--- src/rtl/spi_pkg.sv ---
// Shared types and constants for the parametrised SPI master.
// Holds the FSM state encoding, the per-transfer mode pair and the frame edge-count helper.
package spi_pkg;

  typedef enum logic [1:0] {IDLE, LEAD, XFER, TRAIL} spi_state_e;

  typedef struct packed {
    logic cpol;
    logic cpha;
  } spi_mode_t;

  function automatic int unsigned edge_count(input int unsigned data_w);
    return 2 * data_w;
  endfunction

endpackage

--- src/rtl/spi_sclk_tick.sv ---
// Half-period timer for SCLK generation.
// Counts 0..CLK_DIV-1 while enabled and fires tick on the terminal count.
module spi_sclk_tick #(
  parameter int unsigned CLK_DIV = 2
) (
  input  logic clk,
  input  logic rst,
  input  logic en,
  input  logic clr,
  output logic tick
);

  localparam int unsigned CNT_W = (CLK_DIV > 1) ? $clog2(CLK_DIV) : 1;

  logic [CNT_W-1:0] cnt_q, cnt_d;

  always_comb begin
    tick  = en && (cnt_q == CNT_W'(CLK_DIV - 1));
    cnt_d = cnt_q;
    if (clr || tick) begin
      cnt_d = '0;
    end else if (en) begin
      cnt_d = cnt_q + 1'b1;
    end
  end

  always_ff @(posedge clk) begin
    if (rst) begin
      cnt_q <= '0;
    end else begin
      cnt_q <= cnt_d;
    end
  end

endmodule

--- src/rtl/spi_master_param.sv ---
// Parametrised SPI master: ready/start word handshake, run-time CPOL/CPHA,
// configurable width, SCLK divider and bit order. All outputs are registered.
module spi_master_param
  import spi_pkg::*;
#(
  parameter int unsigned DATA_W    = 8,
  parameter int unsigned CLK_DIV   = 2,
  parameter bit          MSB_FIRST = 1'b1
) (
  input  logic              clk,
  input  logic              rst,
  input  logic              start,
  input  logic [DATA_W-1:0] tx_data,
  input  logic              cpol,
  input  logic              cpha,
  output logic              ready,
  output logic [DATA_W-1:0] rx_data,
  output logic              rx_valid,
  input  logic              SPI_MISO,
  output logic              SPI_MOSI,
  output logic              SPI_CLK,
  output logic              SPI_EN
);

  localparam int unsigned EDGES = edge_count(DATA_W);
  localparam int unsigned EW    = $clog2(EDGES + 1);

  spi_state_e        state_q, state_d;
  spi_mode_t         mode_q, mode_d;
  logic [DATA_W-1:0] tx_sh_q, tx_sh_d;
  logic [DATA_W-1:0] rx_sh_q, rx_sh_d;
  logic [DATA_W-1:0] rx_data_q, rx_data_d;
  logic [EW-1:0]     edge_q, edge_d, edge_n;
  logic              sclk_q, sclk_d;
  logic              mosi_q, mosi_d;
  logic              en_q, en_d;
  logic              ready_q, ready_d;
  logic              rx_valid_q, rx_valid_d;
  logic              tick, sample, drive;

  function automatic logic first_bit(input logic [DATA_W-1:0] w);
    return MSB_FIRST ? w[DATA_W-1] : w[0];
  endfunction

  function automatic logic [DATA_W-1:0] advance(input logic [DATA_W-1:0] w);
    return MSB_FIRST ? (w << 1) : (w >> 1);
  endfunction

  spi_sclk_tick #(
    .CLK_DIV(CLK_DIV)
  ) u_tick (
    .clk (clk),
    .rst (rst),
    .en  (state_q != IDLE),
    .clr (state_q == IDLE),
    .tick(tick)
  );

  always_comb begin
    state_d    = state_q;
    mode_d     = mode_q;
    tx_sh_d    = tx_sh_q;
    rx_sh_d    = rx_sh_q;
    rx_data_d  = rx_data_q;
    edge_d     = edge_q;
    sclk_d     = sclk_q;
    mosi_d     = mosi_q;
    en_d       = en_q;
    ready_d    = ready_q;
    rx_valid_d = 1'b0;
    // edge_n is the edge this tick produces; odd edges are the leading ones
    edge_n     = edge_q + 1'b1;
    sample     = mode_q.cpha ? ~edge_n[0] : edge_n[0];
    drive      = mode_q.cpha ? edge_n[0] : (~edge_n[0] && (edge_n != EW'(EDGES)));

    unique case (state_q)
      IDLE: begin
        sclk_d = cpol;
        if (start) begin
          state_d = LEAD;
          mode_d  = '{cpol: cpol, cpha: cpha};
          tx_sh_d = tx_data;
          rx_sh_d = '0;
          edge_d  = '0;
          en_d    = 1'b1;
          ready_d = 1'b0;
          if (!cpha) begin
            mosi_d  = first_bit(tx_data);
            tx_sh_d = advance(tx_data);
          end
        end
      end
      // The LEAD terminal tick already produces edge 1, so LEAD and XFER share the edge logic
      LEAD, XFER: begin
        if (tick) begin
          sclk_d = ~sclk_q;
          edge_d = edge_n;
          if (sample) begin
            rx_sh_d = MSB_FIRST ? {rx_sh_q[DATA_W-2:0], SPI_MISO}
                                : {SPI_MISO, rx_sh_q[DATA_W-1:1]};
          end
          if (drive) begin
            mosi_d  = first_bit(tx_sh_q);
            tx_sh_d = advance(tx_sh_q);
          end
          state_d = (edge_n == EW'(EDGES)) ? TRAIL : XFER;
        end
      end
      TRAIL: begin
        sclk_d = mode_q.cpol;
        if (tick) begin
          state_d    = IDLE;
          en_d       = 1'b0;
          ready_d    = 1'b1;
          rx_valid_d = 1'b1;
          rx_data_d  = rx_sh_q;
        end
      end
      default: state_d = IDLE;
    endcase
  end

  always_ff @(posedge clk) begin
    if (rst) begin
      state_q    <= IDLE;
      mode_q     <= '0;
      tx_sh_q    <= '0;
      rx_sh_q    <= '0;
      rx_data_q  <= '0;
      edge_q     <= '0;
      sclk_q     <= 1'b0;
      mosi_q     <= 1'b0;
      en_q       <= 1'b0;
      ready_q    <= 1'b1;
      rx_valid_q <= 1'b0;
    end else begin
      state_q    <= state_d;
      mode_q     <= mode_d;
      tx_sh_q    <= tx_sh_d;
      rx_sh_q    <= rx_sh_d;
      rx_data_q  <= rx_data_d;
      edge_q     <= edge_d;
      sclk_q     <= sclk_d;
      mosi_q     <= mosi_d;
      en_q       <= en_d;
      ready_q    <= ready_d;
      rx_valid_q <= rx_valid_d;
    end
  end

  assign ready    = ready_q;
  assign rx_data  = rx_data_q;
  assign rx_valid = rx_valid_q;
  assign SPI_MOSI = mosi_q;
  assign SPI_CLK  = sclk_q;
  assign SPI_EN   = en_q;

endmodule

--- config.mk ---
export PLATFORM = sky130hd
export DESIGN_NAME = spi_master_param
export DESIGN_NICKNAME = d
export VERILOG_FILES = /design/src/rtl/spi_pkg.sv /design/src/rtl/spi_sclk_tick.sv /design/src/rtl/spi_master_param.sv
export SDC_FILE = /design/constraint.sdc
export NUM_CORES = 1
export LEC_CHECK = 0
export CORE_MARGIN = 2
export CORE_UTILIZATION = 45
export DETAILED_ROUTE_END_ITERATION = 7
export MAX_ROUTING_LAYER = met4
export PLACE_DENSITY_LB_ADDON = 0.15
export SLEW_MARGIN = 5
export SYNTH_ARGS = -nofsm -noshare
export SYNTH_HDL_FRONTEND = slang
export SYNTH_SLANG_ARGS = --single-unit
--- constraint.sdc ---
create_clock -name clk -period 2.3 [get_ports clk]
set_clock_uncertainty 0.2 [all_clocks]
set_input_delay 0.345 -clock clk [delete_from_list [all_inputs] [get_ports clk]]
set_output_delay 0.345 -clock clk [all_outputs]
set_load 0.02 [all_outputs]
Yosys cells after proc, flatten, opt, wreduce, memory -nomap -nowiden
Cells that the tools add are included.
{"block": "totals", "ff_bits": 39, "latchBits": 0, "ram_bits": 0, "romBits": 0, "inputBits": 14, "output_inout_bits": 13, "wordCells": 80, "mem_count": 0}
{"block": "classes", "n_addsub": 2, "multipliers": 0, "div_mod_pow": 0, "n_lt_le_gt_ge": 0, "eq_ne": 11, "n_shift": 0, "n_mux": 33, "bitwise": 3, "n_reduce_logical": 18}
{"cell": "8-bit two-way mux", "count": 7}
{"cell": "8-bit case mux with 2 select lines", "count": 2}
{"cell": "1-bit two-way mux", "count": 13}
{"cell": "2-bit inequality test, second input constant", "count": 6}
{"cell": "5-bit two-way mux", "count": 2}
{"cell": "5-bit case mux with 2 select lines", "count": 1}
{"cell": "3-bit AND reduction", "count": 3}
{"cell": "4-bit AND reduction", "count": 2}
{"cell": "2-bit two-way mux", "count": 3}
{"cell": "1-bit case mux with 2 select lines", "count": 3}
{"cell": "2-bit case mux with 3 select lines", "count": 1}
{"cell": "2-bit nonzero test", "count": 3}
{"cell": "2-bit OR reduction", "count": 3}
{"cell": "5-bit by 1-bit adder with 5-bit output, second input constant", "count": 1}
{"cell": "5-bit equality test, second input constant", "count": 1}
{"cell": "5-bit inequality test, second input constant", "count": 1}
{"cell": "5-bit AND reduction", "count": 1}
{"cell": "2-bit equality test, second input constant", "count": 2}
{"cell": "2-bit AND reduction", "count": 2}
{"cell": "1-bit inverter", "count": 3}
{"cell": "1-bit case mux with 3 select lines", "count": 1}
{"cell": "2-bit by 1-bit equality test with 1-bit output, second input constant", "count": 1}
{"cell": "1-bit logical AND", "count": 2}
{"cell": "2-bit logical NOT", "count": 1}
{"cell": "other kinds (2)", "count": 2}

Depth between registers and ports, before layout
{"block": "depth", "ltp_word": 7, "ltp_mapped": 10, "ltp_nobuf": 7}

Modules after synthesis
A second synthesis with hierarchy kept.
{"block": "hier_totals", "cells_unflattened": 218, "hier_area_um2": 1859.3}
{"module": "spi_master_param", "n_inst": 1, "cells_per_inst": 214, "area_each_um2": 1813.0}
{"module": "spi_sclk_tick", "n_inst": 1, "cells_per_inst": 4, "area_each_um2": 46.3}

Worst setup path before layout
OpenSTA, ideal clock, no wires.
{"block": "synth_timing", "path_kind": "flip-flop to flip-flop", "from": "register state_q[0]", "to": "register mosi_q, in the netlist SPI_MOSI", "arrival_time_ps": 1800, "required_time_ps": 1968, "path_slack_ps": 168, "stages_incl_launch_ff": 10, "path_buffers": 2, "synth_period_minus_slack_ps": 2132, "path_cell_list": "dfxtp_1 -> inv_1 -> ha_1 -> buf_6 -> and3b_2 -> nor2_4 -> or3b_1 -> buf_6 -> a21oi_2 -> a211oi_2"}
{"block": "synth_via", "elab_chain_len": 4, "elab_cells_between_ends": 13}
{"item": "start, declared", "line": "spi_master_param.sv:28", "source": "spi_state_e state_q, state_d;"}
{"item": "start signal, assigned", "line": "spi_master_param.sv:137", "source": "state_q <= state_d;"}
{"item": "2-bit by 1-bit equality test with 1-bit output (tied with other cells)", "line": "spi_master_param.sv:76", "source": "unique case (state_q)"}
{"item": "2-bit OR reduction or 1-bit logical AND (tied branches)", "line": "spi_master_param.sv:76, spi_sclk_tick.sv:18"}
{"item": "2-bit inequality test (no source line) or 2-bit nonzero test (tied branches)"}
{"item": "5-bit AND reduction (no source line)"}
{"item": "end signal, assigned", "line": "spi_master_param.sv:144", "source": "mosi_q <= mosi_d;"}
{"item": "end, declared", "line": "spi_master_param.sv:35", "source": "logic mosi_q, mosi_d;"}
Several ways; a longest one is shown, not always the timed one.
A chain may end at the register's enable or synchronous reset.

Worst setup path after layout
{"block": "layout_timing", "from": "register state_q[1]", "to": "register mosi_q, in the netlist SPI_MOSI"}
The elaborated chain is that of the path after synthesis.

==> flow_metrics.tcl <==
set metrics [dict create \
    slowest_stage "dfxtp_1" \
    hpwl_microns 2770 \
    htreeDepth 2 \
    yosysMostFrequentCell "dfxtp_1" \
    avgSynthCellArea_sq_um 8.05 \
    drv_cap 0 \
    crit_chain "inv_1, ha_1, nand3b_1, nor3b_2, o22a_2, o21ai_1, a211oi_2" \
    outcome "completed" \
    wl_met1_microns 2040 \
    synthCells 233 \
    wl_met3_microns 147 \
    fin_util_pct 57.7 \
    worstSetupEndpointType "flop" \
    io_pins 27 \
    fin_nets 280 \
    grt_max_degree 24 \
    cts.sink_count 39 \
    syn_to_final_growth_pct 23.1 \
    vias_per_cell 5.43 \
    die_h_microns 68.6 \
    cts_tree "done" \
    clkTransAtPathRegs_ps 70 \
    netlist_area_sq_um 1880 \
    synth_warnings 0 \
    place_area_sq_um 2210 \
    synth.distinct_cells 41 \
    power_density_nw_per_um2 729 \
    cts_buffers 5 \
    synth_area_leaders "dfxtp_1, a21oi_1, nand3_1" \
    layout.area.seq_sq_um 781 \
    grtUsageTotal_pct 20.1 \
    grt_pass1_wl_microns 6840 \
    ctsHoldBuffers 0 \
    fmax_mhz 469 \
    path_max_fanout 9 \
    critPathLaunchType "flop" \
    arrival_ps 2140 \
    rsz0062_at_grt "false" \
    drive_above_1_share_pct 11.4 \
    min_period_over_period_pct 92.7 \
    final_design_area_no_fill_sq_um 2310 \
    ys_ff_latch 39 \
    synth_top_area_share_pct 41.6 \
    netlist_top_cells_count "dfxtp_1, a21oi_1, nand2_1" \
    clockBufferDepth 2 \
    hp-class "flop to flop" \
    place_ws_ps 59.0 \
    rows 23 \
    slew-limit-headroom_pct 59.6 \
    ir_drop_uv 497 \
    start_util_pct 46.9 \
    holdWs_ps 253 \
    ys.flop_type "dfxtp_1" \
    num_vias 1705 \
    diodes 0 \
    post-route-min-period_ps 2130 \
    wl_met2_microns 1880 \
    grt_overflow 0 \
    synth.largest_area_cell "dfxtp_1" \
    yosysSeqAreaShare_pct 41.6 \
    setup_slack_ps 168 \
    clkLatencyLatePin_ps 290 \
    async_flop_share_pct 0 \
    drt-total-wl_microns 4090 \
    core_sq_um 4000 \
    required_ps 2310 \
    ant_nets 0 \
    n_fill_cell 367 \
    slew_viol_final 0 \
    synth_fp_nets 250 \
    maxUsedRoutingLayer "met4" \
    antenna_found_initial 0 \
    place_congestion 0.808 \
    die_area_sq_um 4700 \
    path_class "flop to flop" \
    max_stage_delay_ps 350 \
    drc 0 \
    p_leak_nw 0.821 \
    wire_per_inst_microns 13.0 \
    port_buffers 26 \
    tightest_slew_ps 606 \
    first_iter_violations 138 \
    tns_ps 0 \
    root_buffer "clkbuf_8" \
    hold_violations 0 \
    die_x_microns 68.6 \
    synth_edf_count 0 \
    multi_input_area_sq_um 1000 \
    setup_viol 0 \
    drtPass1Iterations 4 \
    grt_pass1_vias 1508 \
]
-- final cells by class --
type	count	area share [%]
Clock buffer	7	3.30
Sequential cell	39	33.8
Timing Repair Buffer	40	16.0
Tap cell	50	2.71
Clock inverter	1	0.217
Multi-Input combinational cell	173	43.3
Inverter	4	0.650
-- routing by layer --
layer,track usage [%],vias to the layer above
li1,-,882
met1,27.3,792
met2,29.7,28
met3,5.36,3
met4,5.25,0
met5,-,-
-- logic make-up after synthesis --
| logic type | count (synthesis) | synth area share (%) |
|---|---|---|
| adder cells (fa/ha/maj) | 3 | 2.00 |
| XOR/XNOR | 1 | 0.467 |
| buffers and inverters | 21 | 5.80 |
| AO/OA/AOI/OAI | 69 | 21.7 |
| flip-flops | 39 | 41.6 |
| multiplexers | 9 | 4.80 |
| AND/OR/NAND/NOR | 91 | 23.5 |
-- final timing paths --
path	startpoint	to	slack, ps	cells after the start
min	rx_sh_q[7]	rx_sh_q[7]	250	2
max reg2reg	state_q[1]	SPI_MOSI	170	7
max	state_q[1]	SPI_MOSI	170	7
min reg2reg	rx_sh_q[7]	rx_sh_q[7]	250	2
-- repair_timing --
item	4_1_cts	5_1_grt
setup endpoints to repair	0	5
buffers inserted	0	0
endpoints found under the hold margin	0	0
resized for setup	0	4
-- registers in the layout, summed over array words and instances, names as in the netlist --
| name | flops |
|---|---|
| mode_q | 2 |
| rx_valid | 1 |
| edge_q | 5 |
| SPI_CLK | 1 |
| SPI_EN | 1 |
| u_tick.cnt_q | 1 |
| tx_sh_q | 8 |
| ready | 1 |
| state_q | 2 |
| SPI_MOSI | 1 |
| rx_data | 8 |
| rx_sh_q | 8 |
-- placed cells by master, fill, tap and decap left out, types with 2 or more instances in the layout --
cell type	instances
nand2b_1	3
inv_1	4
nand3_1	29
buf_4	13
nor3b_2	2
clkbuf_1	2
clkdlybuf4s50_1	26
clkbuf_8	5
ha_1	3
o21ai_0	17
a22oi_1	3
a21oi_1	34
a41oi_1	2
mux2i_1	9
nor2_1	13
nand2_1	34
dfxtp_1	39
a211oi_1	3
-- worst max-delay path, delay by kind of cell, from the launching register on --
kind / cells / cell delay (ps)
AOI/OAI and AO/OA: 3 / 590
DFF: 1 / 350
adders and majority gates: 1 / 350
buffers and inverters: 1 / 50
and+or+nand+nor: 2 / 510
-- power by group --
part / total (mW) / switching, mW / internal [mW]
combinational: 0.481 / 0.273 / 0.208
clock: 0.445 / 0.232 / 0.213
sequential: 0.759 / 0.0360 / 0.723
-- through the flow --
| stage | total power, mW | instances |
|---|---|---|
| after global routing | 1.80 | 314 |
| after global placement | 1.24 | 306 |
| after detailed placement | 1.24 | 306 |
| after floorplan | 1.09 | 233 |
| final | 1.68 | 314 |
| after CTS | 1.69 | 314 |
No activity file was read; power rests on OpenSTA's default activity.
